`src/rtl/clint_wishbone.sv`:
```
// clint_wishbone: Wishbone-B4 classic responder with the RISC-V CLINT msip/mtimecmp/mtime registers.
// Define CLINT_PRESCALER_EN to tick mtime once every DIVIDER clocks instead of every clock.
module clint_wishbone #(
  parameter logic [31:0] BASE_ADDR = 32'hF0010000,
  parameter int unsigned DIVIDER   = 1
) (
  input  logic        clk,
  input  logic        rst,
  input  logic [29:0] wb_adr,
  input  logic [31:0] wb_dat_w,
  input  logic [3:0]  wb_sel,
  input  logic        wb_cyc,
  input  logic        wb_stb,
  input  logic        wb_we,
  input  logic        wb_cti,
  input  logic        wb_bte,
  output logic [31:0] wb_dat_r,
  output logic        wb_ack,
  output logic        wb_err,
  output logic [63:0] mtime,
  output logic        cpu_timer_in,
  output logic        cpu_software_in
);

  localparam logic [13:0] OFF_MSIP   = 14'h0000;
  localparam logic [13:0] OFF_CMP_LO = 14'h1000;
  localparam logic [13:0] OFF_CMP_HI = 14'h1001;
  localparam logic [13:0] OFF_MT_LO  = 14'h2FFE;
  localparam logic [13:0] OFF_MT_HI  = 14'h2FFF;

  logic [63:0] mtime_q, mtime_d;
  logic [63:0] mtimecmp_q, mtimecmp_d;
  logic        msip_q, msip_d;
  logic        ack_q, ack_d;
  logic        err_q, err_d;
  logic [31:0] dat_r_q, dat_r_d;
  logic        timer_q, timer_d;

  logic        tick;
  logic [13:0] off;
  logic        win_hit;
  logic        mapped;
  logic        req;
  logic        wr;
  logic [31:0] rdata;

  logic unused_ok;
  assign unused_ok = ^{wb_cti, wb_bte};

  function automatic logic [31:0] merge(input logic [31:0] old_v, input logic [31:0] new_v,
                                        input logic [3:0] sel);
    logic [31:0] r;
    for (int i = 0; i < 4; i++) begin
      r[8*i +: 8] = sel[i] ? new_v[8*i +: 8] : old_v[8*i +: 8];
    end
    return r;
  endfunction

`ifdef CLINT_PRESCALER_EN
  logic [31:0] presc_q, presc_d;

  always_comb begin
    tick    = (presc_q == 32'(DIVIDER - 1));
    presc_d = tick ? 32'd0 : presc_q + 32'd1;
  end

  always_ff @(posedge clk) begin
    if (rst) presc_q <= 32'd0;
    else     presc_q <= presc_d;
  end
`else
  assign tick = 1'b1;
`endif

  always_comb begin
    off     = wb_adr[13:0];
    win_hit = (wb_adr[29:14] == BASE_ADDR[31:16]);
    mapped  = (off == OFF_MSIP) || (off == OFF_CMP_LO) || (off == OFF_CMP_HI) ||
              (off == OFF_MT_LO) || (off == OFF_MT_HI);
    // Holding off while a termination is on the bus makes each access exactly one ack.
    req     = wb_cyc & wb_stb & ~ack_q & ~err_q & win_hit;
    wr      = req & wb_we & mapped;

    case (off)
      OFF_MSIP:   rdata = {31'd0, msip_q};
      OFF_CMP_LO: rdata = mtimecmp_q[31:0];
      OFF_CMP_HI: rdata = mtimecmp_q[63:32];
      OFF_MT_LO:  rdata = mtime_q[31:0];
      OFF_MT_HI:  rdata = mtime_q[63:32];
      default:    rdata = 32'd0;
    endcase

    ack_d   = req & mapped;
    err_d   = req & ~mapped;
    dat_r_d = ack_d ? rdata : 32'd0;

    msip_d     = msip_q;
    mtimecmp_d = mtimecmp_q;
    mtime_d    = mtime_q + {63'd0, tick};

    if (wr) begin
      case (off)
        OFF_MSIP:   if (wb_sel[0]) msip_d = wb_dat_w[0];
        OFF_CMP_LO: mtimecmp_d[31:0]  = merge(mtimecmp_q[31:0], wb_dat_w, wb_sel);
        OFF_CMP_HI: mtimecmp_d[63:32] = merge(mtimecmp_q[63:32], wb_dat_w, wb_sel);
        // A bus write to mtime replaces that cycle's tick entirely.
        OFF_MT_LO:  mtime_d = {mtime_q[63:32], merge(mtime_q[31:0], wb_dat_w, wb_sel)};
        OFF_MT_HI:  mtime_d = {merge(mtime_q[63:32], wb_dat_w, wb_sel), mtime_q[31:0]};
        default:    ;
      endcase
    end

    timer_d = (mtime_q >= mtimecmp_q);
  end

  always_ff @(posedge clk) begin
    if (rst) begin
      mtime_q    <= 64'd0;
      mtimecmp_q <= 64'hFFFF_FFFF_FFFF_FFFF;
      msip_q     <= 1'b0;
      ack_q      <= 1'b0;
      err_q      <= 1'b0;
      dat_r_q    <= 32'd0;
      timer_q    <= 1'b0;
    end else begin
      mtime_q    <= mtime_d;
      mtimecmp_q <= mtimecmp_d;
      msip_q     <= msip_d;
      ack_q      <= ack_d;
      err_q      <= err_d;
      dat_r_q    <= dat_r_d;
      timer_q    <= timer_d;
    end
  end

  assign wb_dat_r        = dat_r_q;
  assign wb_ack          = ack_q;
  assign wb_err          = err_q;
  assign mtime           = mtime_q;
  assign cpu_timer_in    = timer_q;
  assign cpu_software_in = msip_q;

endmodule

```
`config.mk`:
```
export PLATFORM = sky130hd
export DESIGN_NAME = clint_wishbone
export DESIGN_NICKNAME = d
export VERILOG_FILES = /design/src/rtl/clint_wishbone.sv
export SDC_FILE = /design/constraint.sdc
export NUM_CORES = 1
export LEC_CHECK = 0
export CAP_MARGIN = 10
export CORE_MARGIN = 2
export CORE_UTILIZATION = 44
export DETAILED_ROUTE_END_ITERATION = 6
export PLACE_DENSITY = 0.69
export SLEW_MARGIN = 0
export SYNTH_ARGS = -nofsm -noshare
export SYNTH_HDL_FRONTEND = slang
export SYNTH_SLANG_ARGS = --single-unit
```
`constraint.sdc`:
```
create_clock -name clk -period 8 [get_ports clk]
set_input_delay 2.4 -clock clk [delete_from_list [all_inputs] [get_ports clk]]
set_output_delay 2.4 -clock clk [all_outputs]
set_load 0.005 [all_outputs]
```
==> flow_summary.yaml, run 1 <==
finish:
  area_growth_pct: 25.86
  num_antenna_cells: 0
  drive_gt1_share_pct: 7.571
  nets: 1459
  final_util_pct: 56.07
setup_path:
  reg2reg_depth: 7
  path_max_fanout: 8
  r2r_setup_slack_ns: 4.68
  rr_startpoint: "mtime[19]"
  cp_num_buf_inv: 1
  timing.rr.end: "cpu_timer_in"
  required_ns: 8.30
  cp.arrival_ns: 5.52
  crit_type: "input port to flip-flop"
  critPathSlowestCell: "nor3_2"
  crit_chain: "clkdlybuf4s50_1 -> nor4bb_1 -> nand4_1 -> nor3_2 -> nand3_1 -> mux2i_1 -> nand2_1"
  start_kind: "input port"
  crit_family: "simple AND/OR/NAND/NOR gates"
  worstSetupEndpointType: "flip-flop"
  slowest_delay_ns: 0.82
clock_network:
  cts_resized: 0
  clock_latency_ns: 0.44
  htreeDepth: 4
  clkSinkCount: 164
  cts_buffers: 17
  clk_pin_slew_ns: 0.07
  root_buffer: "clkbuf_16"
  cts_setup_buffers: 0
  cts_max_path_buffers: 2
  cts_tree: "built"
  cts_hold_buf: 0
die:
  io_pins: 173
  core_area_um2: 21690
  initial_core_util_pct: 44.55
  dieArea_um2: 23160
  fp-row-count: 54
  fp.dieW_um: 152.2
  die_y_um: 152.2
timing:
  skew_ns: 0.008536
  hold_viol_final: 0
  period_needed_ns: 5.219
  slew_headroom_pct: 23.08
  finalMaxSlewViolations: 0
  clock.fmax_ghz: 0.1916
  setup_viol: 0
  tns_ns: 0
  min_period_over_period_pct: 65.23
  grt_setup_unrepaired: "no"
  worst_pin_slew_ns: 1.143
logic_synthesis:
  synth_seq_cells: 164
  avgSynthCellArea_um2: 8.141
  synth_top_area_share_pct: 33.98
  yosysTopAreaCell: "dfxtp_1"
  ys.warnings.count: 0
  seq_area_frac_synth_pct: 33.98
  syn_inst: 1187
  syn_nets: 1325
  synth_most_common_cell: "dfxtp_1"
  synth_area_um2: 9663
  async_flop_share_pct: 0
  synth_edf_count: 0
  synth_area_leaders: "dfxtp_1 (34%), ha_1 (8.4%), nand2_1 (5.6%)"
  synth_common_cells: "dfxtp_1 (164), nand2_1 (144), nor2_1 (89)"
  yosys_most_used_dff: "dfxtp_1"
  synth_cell_type_count: 74
global_route:
  grt_pass1_vias: 9375
  track_usage_pct: 27.77
  antenna_found_initial: 0
  grt_max_degree: 58
  grt_pass1_wl_um: 51740
  grt-ovfl-total: 0
hold_path:
  whs_endpoint: "wb_dat_r[0]"
  hold_depth: 2
  hold_path.class: "flip-flop to flip-flop"
  hp-start: "mtimecmp_q[32]"
route:
  first_iter_violations: 1197
  vias_per_cell: 6.224
  routed_wirelength_um: 33030
  drt_pass1_iterations: 7
  wl_per_cell_um: 20.46
  drc_errors: 0
  ant_nets: 0
  num_vias: 10046
power:
  p_leak_uw: 0.005116
  ir_drop_uv: 126.0
  power_density_nw_per_um2: 144.9
place:
  io_buffers: 170
  gp_congestion: 0.9186
  hpwl_um: 23960
run_status:
  outcome: "finished clean"
job:
  max-cap-violations: 0
[worst min-delay path, cell delays in order (launching register included)]
cell and delay (ns):
dfxtp_1 0.33, nand2_1 0.06, a21oi_1 0.07
[worst max-delay path by stage]
stage                          start        endpoint  slack [ns]  cells past startpoint
after detailed placement  wb_adr[15]  mtimecmp_q[34]        2.28                      7
after CTS                 wb_adr[15]  mtimecmp_q[34]        2.73                      7
after floorplan            wb_adr[7]       mtime[37]        3.63                      8
after global routing      wb_adr[15]  mtimecmp_q[53]        2.59                      7
after global placement        wb_stb  mtimecmp_q[38]        2.39                      7
final                         wb_stb  mtimecmp_q[34]        2.78                      7
[cell type report]
type	count	area (µm²)
Fill cell	1965	9527
Multi-Input combinational cell	876	5836
Sequential cell	164	3283
Timing Repair Buffer	183	1789
Clock buffer	22	484.2
Tap cell	280	350.3
Inverter	79	296.5
Clock inverter	10	122.6
[registers in the layout (all words and copies together) (netlist names)]
register / count
mtime: 64
mtimecmp_q: 64
wb_dat_r: 32
cpu_software_in: 1
cpu_timer_in: 1
wb_ack: 1
wb_err: 1
[power by group]
group | total, µW | switching, µW | internal, µW
Sequential | 820 | 2.88 | 817
Combinational | 92.1 | 49.8 | 42.3
Clock | 850 | 355 | 495
[cell families (layout without fill, tap and decap cells)]
logic type      Yosys count  after routing  share of synthesized area [%]
simple gates            454            454                          23.63
flops                   164            164                          33.98
xor+xnor                  2              2                         0.1813
fa+ha+maj                65             65                          8.416
buf+inv                 147            294                          6.086
mux                      64             64                          6.979
compound gates          291            291                          20.73
[layout by cell type (no fill, tap or decap), types with 32 or more instances in the layout]
master / n
o211ai_1: 38
nand2_1: 144
inv_1: 78
mux2i_1: 37
a222oi_1: 32
a21oi_1: 68
a31oi_1: 33
nor2_1: 89
nand4_1: 44
ha_1: 65
o21ai_0: 48
nand3_1: 48
clkdlybuf4s50_1: 168
dfxtp_1: 164
[layer usage]
layer,global-route usage [%],wire [µm],up-vias
li1,-,-,4726
met1,36.51,14090,4803
met2,45.60,15510,449
met3,5.461,2476,68
met4,9.746,943,0
met5,0,0,-
[metrics by stage]
step	cells	setup WS, ns	power [µW]	hold slack (ns)	instance area (µm²)
floorplan	1187	3.630	868.6	0.4446	9663
global placement	1582	2.388	929.3	0.4869	11550
detailed placement	1582	2.279	929.7	0.4916	11550
CTS	1614	2.728	1771	0.5071	12160
global route	1614	2.591	1812	0.5247	12160
finish	1614	2.781	1762	0.5061	12160
(Power assumes the default switching activity.)
==> inputs of run 2 (changes only) <==
clock period = 5.1 ns   (was 8 ns; I/O delays follow)
==> run 2 against run 1 <==
  * Utilization grew 0.27 points
  * Count of clock-buffer cells in the layout shrank 1
  * Worst setup slack lost 1.8 ns
  * Non-clock buffer count grew 12
  * Final area grew 0.48%
  * Worst hold slack lost 0.0091 ns
  * Routed wire length grew 0.33%
  * First-iteration DRC count is the same
  * Highest routed layer unchanged
==> flow_summary.yaml, run 2 (synthesis gave the netlist of run 1 again) <==
finish:
  area_growth_pct: 26.47
  layout_commonest_cell: "clkdlybuf4s50_1"
  num_antenna_cells: 0
  final_cell_mix: "clkdlybuf4s50_1 (168), dfxtp_1 (164), nand2_1 (144)"
  nets: 1471
  drive_gt1_share_pct: 8.172
  final_util_pct: 56.35
setup_path:
  cpMostUsedCell: "a211oi_1"
  crit_chain: "clkdlybuf4s50_1 -> nand4_1 -> or4_1 -> or4_4 -> and4_1 -> a211oi_1 -> a211oi_1"
  reg2reg_depth: 7
  worstSetupEndpointType: "flip-flop"
  crit_type: "input port to flip-flop"
  critPathSlowestCell: "or4_4"
  path_max_fanout: 49
  slowest_delay_ns: 0.79
  r2r_setup_slack_ns: 1.88
  start_kind: "input port"
  cp.arrival_ns: 4.41
  rr_startpoint: "mtime[0]"
  timing.rr.end: "mtime[62]"
  required_ns: 5.41
clock_network:
  clk_pin_slew_ns: 0.07
  cts_buffers: 17
  cts_resized: 0
  cts_hold_buf: 0
  clock_latency_ns: 0.44
  clkSinkCount: 164
  root_buffer: "clkbuf_16"
  cts_max_path_buffers: 2
  cts_setup_buffers: 0
  htreeDepth: 4
  cts_tree: "built"
global_route:
  use_met1_pct: 36.65
  grt-ovfl-total: 0
  grt_max_degree: 60
  grt_pass1_vias: 9506
  antenna_found_initial: 0
  grt_use_met2_pct: 46.33
  grt_pass1_wl_um: 52260
  track_usage_pct: 27.78
  grt.busiest_layer: "met2"
  use_met3_pct: 5.148
die:
  io_pins: 173
  core_area_um2: 21690
  die_y_um: 152.2
  dieArea_um2: 23160
  fp-row-count: 54
  initial_core_util_pct: 44.55
  fp.dieW_um: 152.2
hold_path:
  whs_endpoint: "wb_dat_r[0]"
  hold_path.class: "flip-flop to flip-flop"
  hold_depth: 2
  hp-start: "mtimecmp_q[32]"
power:
  p_leak_uw: 0.005146
  ir_drop_uv: 212.7
  finalPower_uw: 2715
  power_density_nw_per_um2: 222.2
timing:
  worst_pin_slew_ns: 0.9748
  grt_setup_unrepaired: "no"
  clock.fmax_ghz: 0.2438
  hold_viol_final: 0
  finalMaxSlewViolations: 0
  period_needed_ns: 4.101
  slew_headroom_pct: 35.02
  setup_viol: 0
  min_period_over_period_pct: 80.42
  tns_ns: 0
  skew_ns: 0.01005
  hold_ws_ns: 0.4970
  timing.final.ws_setup_ns: 0.9987
route:
  num_vias: 10154
  routed_wirelength_um: 33140
  first_iter_violations: 1197
  vias_per_cell: 6.245
  ant_nets: 0
  drc_errors: 0
  drt_pass1_iterations: 7
  wl_per_cell_um: 20.38
place:
  gp_congestion: 0.9126
  io_buffers: 170
  dpl_worst_slack_ns: 0.5645
  hpwl_um: 24240
run_status:
  outcome: "finished clean"
job:
  max-cap-violations: 0
-- run 2: changes by cell type in the layout (fill, tap and decap cells not counted), sizes merged --
cell / previous run / this run
buf: 15 / 27
clkinv: 4 / 2
clkinvlp: 3 / 5
clkbuf: 22 / 21
inv: 80 / 81
-- run 2: how the worst max path moves through the flow --
stage / from / endpoint / slack [ns]
after floorplan: wb_adr[7] / mtime[37] / 1.60
after global placement: wb_adr[7] / mtime[50] / 0.62
after global routing: wb_adr[19] / mtime[50] / 0.84
final: wb_adr[7] / mtime[50] / 1.0
after CTS: wb_adr[19] / mtime[50] / 1.01
after detailed placement: wb_adr[19] / mtime[50] / 0.56
-- run 2: critical path: cells and delay by family --
family | cells | cell delay [ns]
and+or+nand+nor | 4 | 2.00
buffers and inverters | 1 | 0.49
AOI/OAI and AO/OA | 2 | 0.34
-- run 2: cell type report --
| type | instances | area (µm²) |
|---|---|---|
| Inverter | 79 | 296.5 |
| Fill cell | 2010 | 9468 |
| Clock buffer | 21 | 440.4 |
| Multi-Input combinational cell | 876 | 5829 |
| Sequential cell | 164 | 3283 |
| Tap cell | 280 | 350.3 |
| Clock inverter | 11 | 128.9 |
| Timing Repair Buffer | 195 | 1892 |
-- run 2: power breakdown --
group | internal, µW | switching [µW] | total [µW]
sequential | 1280 | 4.49 | 1290
clock | 724 | 559 | 1280
combinational | 67.5 | 78.1 | 146
total | 2070 | 642 | 2720
-- run 2: layer usage --
layer	wire length, µm	part of all wire, %
met5	0	0
met4	819	2.5
met3	2876	8.7
met2	15600	47
met1	13840	42
-- run 2: metrics by stage --
step,instance area (µm²),std cells
after floorplan,9663,1187
after global placement,11650,1594
after detailed placement,11650,1594
after CTS,12220,1626
after global routing,12220,1626
final,12220,1626
